## src/rtl/cavlc_coef_scanner.sv

```systemverilog
// Reverse-scan analysis of one 4x4 residual block for CAVLC: collects TotalCoeff,
// TrailingOnes/signs, level list, total zeros and run_before list, one coefficient per cycle.
module cavlc_coef_scanner #(
    parameter int COEF_W   = 16,
    parameter int NUM_COEF = 16
) (
    input  logic                     clk,
    input  logic                     rst,
    input  logic                     in_valid,
    output logic                     in_ready,
    input  logic signed [COEF_W-1:0] coef_in [0:NUM_COEF-1],
    output logic                     out_valid,
    output logic                     done,
    output logic [4:0]               total_coeff,
    output logic [1:0]               trailing_ones,
    output logic [2:0]               t1_signs,
    output logic [4:0]               total_zero_cnt,
    output logic [4:0]               runbefore_cnt,
    output logic [4:0]               runbefore_list [0:15],
    output logic signed [COEF_W-1:0] level_list [0:15]
);

    localparam int IDX_W = (NUM_COEF > 1) ? $clog2(NUM_COEF) : 1;
    localparam logic signed [COEF_W-1:0] POS_ONE = COEF_W'(1);
    localparam logic signed [COEF_W-1:0] NEG_ONE = '1;

    typedef enum logic [1:0] {IDLE, SCAN, DONE} state_t;

    state_t                    state_q, state_d;
    logic signed [COEF_W-1:0]  buf_q [0:NUM_COEF-1];
    logic signed [COEF_W-1:0]  buf_d [0:NUM_COEF-1];
    logic signed [COEF_W-1:0]  level_q [0:15];
    logic signed [COEF_W-1:0]  level_d [0:15];
    logic [4:0]                rb_q [0:15];
    logic [4:0]                rb_d [0:15];
    logic [IDX_W-1:0]          idx_q, idx_d;
    logic [4:0]                tc_q, tc_d;
    logic [4:0]                tz_q, tz_d;
    logic [4:0]                zr_q, zr_d;
    logic [1:0]                t1_q, t1_d;
    logic [2:0]                t1s_q, t1s_d;
    logic                      nz_q, nz_d;
    logic                      t1_stop_q, t1_stop_d;
    logic                      in_ready_q, in_ready_d;
    logic                      out_valid_q, out_valid_d;
    logic                      done_q, done_d;
    logic signed [COEF_W-1:0]  c;
    logic [3:0]                prev_idx;
    logic [3:0]                last_idx;

    always_comb begin
        state_d   = state_q;
        buf_d     = buf_q;
        level_d   = level_q;
        rb_d      = rb_q;
        idx_d     = idx_q;
        tc_d      = tc_q;
        tz_d      = tz_q;
        zr_d      = zr_q;
        t1_d      = t1_q;
        t1s_d     = t1s_q;
        nz_d      = nz_q;
        t1_stop_d = t1_stop_q;
        done_d    = 1'b0;
        c         = buf_q[idx_q];
        prev_idx  = tc_q[3:0] - 4'd1;
        last_idx  = '0;

        case (state_q)
            IDLE, DONE: begin
                if (in_valid && in_ready_q) begin
                    buf_d     = coef_in;
                    level_d   = '{default: '0};
                    rb_d      = '{default: '0};
                    idx_d     = IDX_W'(NUM_COEF - 1);
                    tc_d      = '0;
                    tz_d      = '0;
                    zr_d      = '0;
                    t1_d      = '0;
                    t1s_d     = '0;
                    nz_d      = 1'b0;
                    t1_stop_d = 1'b0;
                    state_d   = SCAN;
                end
            end
            SCAN: begin
                if (c == '0) begin
                    if (nz_q) begin
                        zr_d = zr_q + 5'd1;
                        tz_d = tz_q + 5'd1;
                    end
                end else begin
                    level_d[tc_q[3:0]] = c;
                    if (nz_q) begin
                        rb_d[prev_idx] = zr_q;
                        zr_d           = '0;
                    end
                    tc_d = tc_q + 5'd1;
                    nz_d = 1'b1;
                    if ((c == POS_ONE || c == NEG_ONE) && !t1_stop_q && t1_q < 2'd3) begin
                        t1s_d[t1_q] = c[COEF_W-1];
                        t1_d        = t1_q + 2'd1;
                    end else begin
                        t1_stop_d = 1'b1;
                    end
                end
                if (idx_q == '0) begin
                    // tc_d of 16 wraps to 0 in 4 bits, so minus one lands on entry 15
                    last_idx = tc_d[3:0] - 4'd1;
                    if (nz_d) rb_d[last_idx] = zr_d;
                    done_d  = 1'b1;
                    state_d = DONE;
                end else begin
                    idx_d = idx_q - IDX_W'(1);
                end
            end
            default: state_d = IDLE;
        endcase

        in_ready_d  = (state_d != SCAN);
        out_valid_d = (state_d == DONE);
    end

    always_ff @(posedge clk or negedge rst) begin
        if (!rst) begin
            state_q     <= IDLE;
            buf_q       <= '{default: '0};
            level_q     <= '{default: '0};
            rb_q        <= '{default: '0};
            idx_q       <= '0;
            tc_q        <= '0;
            tz_q        <= '0;
            zr_q        <= '0;
            t1_q        <= '0;
            t1s_q       <= '0;
            nz_q        <= 1'b0;
            t1_stop_q   <= 1'b0;
            in_ready_q  <= 1'b0;
            out_valid_q <= 1'b0;
            done_q      <= 1'b0;
        end else begin
            state_q     <= state_d;
            buf_q       <= buf_d;
            level_q     <= level_d;
            rb_q        <= rb_d;
            idx_q       <= idx_d;
            tc_q        <= tc_d;
            tz_q        <= tz_d;
            zr_q        <= zr_d;
            t1_q        <= t1_d;
            t1s_q       <= t1s_d;
            nz_q        <= nz_d;
            t1_stop_q   <= t1_stop_d;
            in_ready_q  <= in_ready_d;
            out_valid_q <= out_valid_d;
            done_q      <= done_d;
        end
    end

    assign in_ready       = in_ready_q;
    assign out_valid      = out_valid_q;
    assign done           = done_q;
    assign total_coeff    = tc_q;
    assign runbefore_cnt  = tc_q;
    assign trailing_ones  = t1_q;
    assign t1_signs       = t1s_q;
    assign total_zero_cnt = tz_q;
    assign runbefore_list = rb_q;
    assign level_list     = level_q;

endmodule

```

## config.mk

```make
export PLATFORM = sky130hd
export DESIGN_NAME = cavlc_coef_scanner
export DESIGN_NICKNAME = d
export VERILOG_FILES = /design/src/rtl/cavlc_coef_scanner.sv
export SDC_FILE = /design/constraint.sdc
export NUM_CORES = 1
export LEC_CHECK = 0
export BUFFER_PORTS_ARGS = -buffer_cell sky130_fd_sc_hd__buf_4
export CORE_UTILIZATION = 40
export CTS_CLUSTER_DIAMETER = 80
export CTS_CLUSTER_SIZE = 16
export DETAILED_ROUTE_END_ITERATION = 7
export PLACE_DENSITY = 0.68
export SLEW_MARGIN = 10
export SYNTH_ARGS = -nofsm -noshare
export SYNTH_HDL_FRONTEND = slang
export SYNTH_SLANG_ARGS = --single-unit
```

## constraint.sdc

```tcl
create_clock -name clk -period 5 [get_ports clk]
set_clock_uncertainty 0.2 [all_clocks]
set_input_delay 1 -clock clk [delete_from_list [all_inputs] [get_ports clk]]
set_output_delay 1 -clock clk [all_outputs]
set_load 0.02 [all_outputs]
```

# Yosys cells after proc, flatten, opt, wreduce, memory -nomap -nowiden
# Index checks and enable logic that the tools add are counted.
[totals]
ff_bits = 623
input_bits = 259
output_inout_bits = 359
[op_classes]
addsub = 7
n_lt_le_gt_ge = 10
eq_ne = 13
mux = 60
n_bitwise = 4
reduce_logical = 21
[op_table]
columns = ["operator", "n"]
rows = [
  ["$mux 256", 2],
  ["$pmux 256 s2", 1],
  ["$mux 80", 6],
  ["$bwmux 256", 1],
  ["$bwmux 80", 2],
  ["$pmux 80 s2", 1],
  ["$bmux 16 s4", 1],
  ["$demux 16 s4", 1],
  ["$mux 5", 11],
  ["$mux 16", 3],
  ["$demux 5 s4", 2],
  ["$pmux 5 s2", 3],
  ["$ge 5x5->1 const B", 4],
  ["$not 4->5", 4],
  ["$eq 16x1->1 const B", 1],
  ["$eq 16x2->1 const B", 1],
  ["$logic_not 16->1", 1],
  ["$add 5x1->5 const B", 3],
  ["$lt 5x1->1 const B", 3],
  ["$ne 2x2->1 const B", 7],
  ["$reduce_and 4->1", 3],
  ["$sub 4x1->4 const B", 3],
  ["$mux 2", 5],
  ["$mux 3", 3],
  ["24 further kinds", 43],
]

# Longest topological paths before layout
[logic_depth]
word_depth = 17
ltp_mapped = 19
ltp_nobuf = 10

# Worst setup path after synthesis
# Ideal clock, no wire load.
[synth_timing]
path_kind = "reg2reg"
start = "register idx_q[1]"
end = "register rb_q (netlist bit runbefore_list[51])"
t_arrival_ns = 3.758
required_time_ns = 4.677
setup_slack_ns = 0.919
stages_incl_launch_ff = 14
n_path_buf = 3
path_cell_list = "dfrtp_1 -> clkbuf_1 -> buf_2 -> buf_2 -> mux4_2 -> a22o_1 -> nor2_1 -> nand4_1 -> or4_4 -> nor2_4 -> mux2i_2 -> a21boi_2 -> mux2i_1 -> a2bb2oi_1"
[synth_via]
elab_chain_len = 17
[synth_rtl]
columns = ["element", "line", "rtl"]
rows = [
  ["from (decl)", "36", "logic [IDX_W-1:0] idx_q, idx_d;"],
  ["from (signal assigned)", "146", "idx_q <= idx_d;"],
  ["$not 4->5 (implied by the code)", "65", "c = buf_q[idx_q];"],
  ["$bmux 16 s4", "65", ""],
  ["$mux 16 (implied by the code) (2 in a row)", "65", ""],
  ["$logic_not 16->1", "87", "if (c == '0) begin"],
  ["$mux 5", "87", ""],
  ["$mux 5", "69", "case (state_q)"],
  ["$sub 4x1->4", "109", "last_idx = tc_d[3:0] - 4'd1;"],
  ["$not 4->5 (implied by the code)", "110", "if (nz_d) rb_d[last_idx] = zr_d;"],
  ["$ge 5x5->1 (implied by the code) / $lt 5x1->1 (equally long branches)", "110", ""],
  ["$logic_and 1x1->1 (implied by the code)", "110", ""],
  ["$mux 5 (implied by the code)", "110", ""],
  ["$demux 5 s4", "110", ""],
  ["$bwmux 80", "110", ""],
  ["$mux 80", "110", ""],
  ["$mux 80 *", "107", "if (idx_q == '0) begin"],
  ["$pmux 80 s2 *", "69", ""],
  ["to (signal assigned)", "145", "rb_q <= rb_d;"],
  ["to (decl)", "34", "logic [4:0] rb_q [0:15];"],
]
# Mark *: on every way between the ends. The rest lies on a longest branch, timed or not. The select of a mux whose other input is x is not followed.
# A chain may end at the register's enable or synchronous reset.

# Worst setup path after layout
[layout_timing]
start = "register idx_q[0]"
end = "register rb_q (netlist bit runbefore_list[76])"
# Same word-level chain as after synthesis.

==> results.sh <==
export IMPL_clock_sinks=623
export IMPL_yosysUniqueCellTypes=67
export IMPL_io_buffers=617
export IMPL_crit_type="reg -> reg"
export IMPL_fin_setup_tns_ps=0
export IMPL_rsz0062_at_grt="false"
export IMPL_cts_tree="built"
export IMPL_hold_start="buf_q[216]"
export IMPL_internal_power_mw=12.7
export IMPL_vdd_drop_max_mv=0.560
export IMPL_drv_slew=0
export IMPL_areaGrowthSynthToFinish_pct=25.3
export IMPL_p_clk_share_pct=15.2
export IMPL_wl_mm=98.8
export IMPL_final_hold_violation_count=0
export IMPL_synth_edf_count=0
export IMPL_seq_power_share_pct=36.3
export IMPL_grt_max_degree=173
export IMPL_diodes=0
export IMPL_syn_inst=2852
export IMPL_worst_ep_required_time_ps=5240
export IMPL_cts_hold_buf=0
export IMPL_h_tree_depth=2
export IMPL_async_flop_share_pct=100
export IMPL_num_nets_final=3655
export IMPL_root_buffer="clkbuf_16"
export IMPL_ant_nets=0
export IMPL_grt_pass1_wl_mm=147
export IMPL_die_h_um=266
export IMPL_crit_chain="buf_4, mux4_2, a22o_1, a221oi_4, nand4_2, nor4_4, buf_4, a211oi_1, nor4_2, o211ai_1, a31oi_1, o221ai_1"
export IMPL_ys_seq_area_share_pct=56.0
export IMPL_syn_area_mm2=0.0278
export IMPL_overflow=0
export IMPL_cp_startpoint="idx_q[0]"
export IMPL_post_cts_resized=0
export IMPL_crit_top_cell="buf_4"
export IMPL_num_rows=96
export IMPL_run_status="complete, no violations"
export IMPL_drv_cap=0
export IMPL_synth_top_cell_area_share_pct=56.0
export IMPL_clk_path_buf_depth=3
export IMPL_r2r_cells=12
export IMPL_fp_coreArea_mm2=0.0687
export IMPL_boundaryPins=618
export IMPL_switchingPower_mw=10.8
export IMPL_fin_crit_sh_pct=96.4
export IMPL_die_w_um=266
export IMPL_postCtsSetupBuffers=0
export IMPL_synth_net_count=3127
export IMPL_setup_viol=0
export IMPL_cp_end_kind="flop"
export IMPL_start_util_pct=40.5
export IMPL_p_leak_nw=17.3
export IMPL_grt_antenna_before_repair=2
export IMPL_r2r_start="idx_q[0]"
export IMPL_synth_top_family_by_area="simple AND/OR/NAND/NOR gates"
export IMPL_remaining_drc_errors=0
export IMPL_power_mw=23.6
export IMPL_hold_slack_ps=277
export IMPL_wl_per_cell_um=22.9
export IMPL_reg2reg_to="runbefore_list[76]"
export IMPL_ff2ff_setup_slack_ps=180
export IMPL_drtIter0Drc=2309
export IMPL_worst_pin_slew_ps=1150
export IMPL_path_buf_inv=2
export IMPL_synth_adder_area_share_pct=0.719
export IMPL_place_congestion=0.925
export IMPL_hold_path_class="reg -> reg"
export IMPL_cp_data_arrival_time_ps=5060
export IMPL_worstSetupStartpointType="flop"
export IMPL_drive_above_1_share_pct=25.3
export IMPL_track_usage_pct=27.6
export IMPL_critPathCapture="runbefore_list[76]"
export IMPL_vias_per_cell=5.42
export IMPL_combPwrFrac_pct=48.6
export IMPL_min_period_ps=4820
export IMPL_synthTopCellsByArea="dfrtp_1 56%, nand2_1 13%, mux2i_1 4.6%, mux4_2 4.3%, nand3_1 4.3%"
export IMPL_synth_mux_area_share_pct=9.31
export IMPL_synth_xor_area_share_pct=0.346
export IMPL_fmax_mhz=207
export IMPL_ys_warn_count=0
export IMPL_cellPowerDensity_mw_per_mm2=675
export IMPL_clk_pin_slew_ps=70
export IMPL_die_area_mm2=0.0707
export IMPL_dpl_hpwl_mm=69.7
export IMPL_cts_buffers=47
export IMPL_ys_seq_elements=623
export IMPL_cpMaxStageDelayCell="nor4_2"
export IMPL_critPathMaxFanout=19
export IMPL_vias=23409
export IMPL_clk_latency_ps=600
export IMPL_maxSlewHeadroom_pct=23.0
export IMPL_worstSetupPathDepth=12
export IMPL_synth_simple_gate_area_share_pct=20.5
export IMPL_grt_pass1_vias=22704
export IMPL_synth_flop_cell="dfrtp_1"
export IMPL_slowest_delay_ps=680
export IMPL_first_pass_iters=6
export IMPL_p_sw_share_pct=45.9
export IMPL_path_delay_family="compound AO/OA/AOI/OAI gates"
export IMPL_synth_area_per_cell_um2=9.76
export IMPL_yosysTopAreaCell="dfrtp_1"
export IMPL_synth_compound_area_share_pct=9.06
flip-flops by register name, summed over array words and instances, names as in the netlist, 3 cells and up:
signal	cells
zr_q	5
t1_signs	3
buf_q	256
runbefore_cnt	5
idx_q	4
level_list	256
total_zero_cnt	5
runbefore_list	80
cell families (layout without fill, tap and decap cells):
logic type	Yosys count	after routing
and+or+nand+nor	1353	1353
DFF	623	623
buffers and inverters	273	810
xor gates and xnor gates	11	11
adders and majority gates	16	16
muxes	191	191
AOI/OAI and AO/OA	385	385
placed cells by master (no fill, tap or decap), types with 10 or more instances in the layout:
cell type    n
a22oi_1     12
inv_1       47
nand2_1    956
ha_1        16
mux2_2      10
nand3_1    237
nor2_1      55
buf_4      694
a21oi_1     12
mux2i_1    127
o221ai_1    50
nand4_1     24
a22o_1      13
a221oi_1    11
dfrtp_1    621
clkbuf_16   47
and2_1      11
mux4_2      53
o21ai_0    211
synthesized netlist by cell type (10+ instances only):
cell,number
buf_4,10
nand2_1,956
mux4_2,53
a21oi_1,12
a22o_1,13
a221oi_1,13
a22oi_1,12
buf_2,21
nor2_1,58
mux2i_1,127
ha_1,16
inv_1,47
clkbuf_1,183
o221ai_1,50
dfrtp_1,623
and2_1,11
mux2_2,10
nand4_1,24
o21ai_0,211
nand3_1,237
stage by stage:
| step | std cells | setup WS (ps) | utilization (%) | area, um^2 |
|---|---|---|---|---|
| after CTS | 4320 | 179 | 50.8 | 34900 |
| after global placement | 4262 | 330 | 48.9 | 33600 |
| final | 4320 | 180 | 50.8 | 34900 |
| after detailed placement | 4262 | 187 | 48.9 | 33600 |
| after global routing | 4320 | 6.14 | 50.8 | 34900 |
| after floorplan | 2852 | 919 | - | 27800 |
worst min-delay path by stage:
stage / endpoint / slack (ps) / cells past startpoint
after global placement: buf_q[182] / 250 / 2
after floorplan: buf_q[144] / 240 / 2
after global routing: buf_q[233] / 290 / 2
after detailed placement: buf_q[60] / 260 / 2
after CTS: buf_q[60] / 280 / 2
final: buf_q[216] / 280 / 2
routing by layer:
metal  vias up  share of wire (%)  track usage (%)
met5         -                  0                0
met4         0                4.6             11.9
met3       203                7.1             4.66
met2      1051                 48             44.7
met1     11419                 41             36.6
li1      10736                  -                -
power groups by stage:
stage | logic, mW | clock network (mW) | registers [mW]
4_1_cts | 11.4 | 3.64 | 8.53
6_report | 11.4 | 3.58 | 8.54
5_1_grt | 12.2 | 3.82 | 8.74
2_1_floorplan | 5.39 | 0 | 9.05
3_3_place_gp | 11.2 | 0 | 8.59
3_5_place_dp | 11.4 | 0 | 8.62
worst register-to-register path, stage by stage, from the launching register on:
cell and delay [ps]:
dfrtp_4 650, buf_4 260, mux4_2 530, a22o_1 340
a221oi_4 250, nand4_2 190, nor4_4 370, buf_4 240
a211oi_1 100, nor4_2 680, o211ai_1 250, a31oi_1 440
o221ai_1 170
final cells by class:
cell class | count | area, um^2
sequential | 623 | 15600
clock inverter | 9 | 119
multi-input combinational | 1956 | 11200
tap | 931 | 1160
inverter | 48 | 180
fill | 6484 | 33800
clock buffer | 49 | 1180
timing repair buffer | 704 | 5410
No activity file was read; power rests on OpenSTA's default activity.
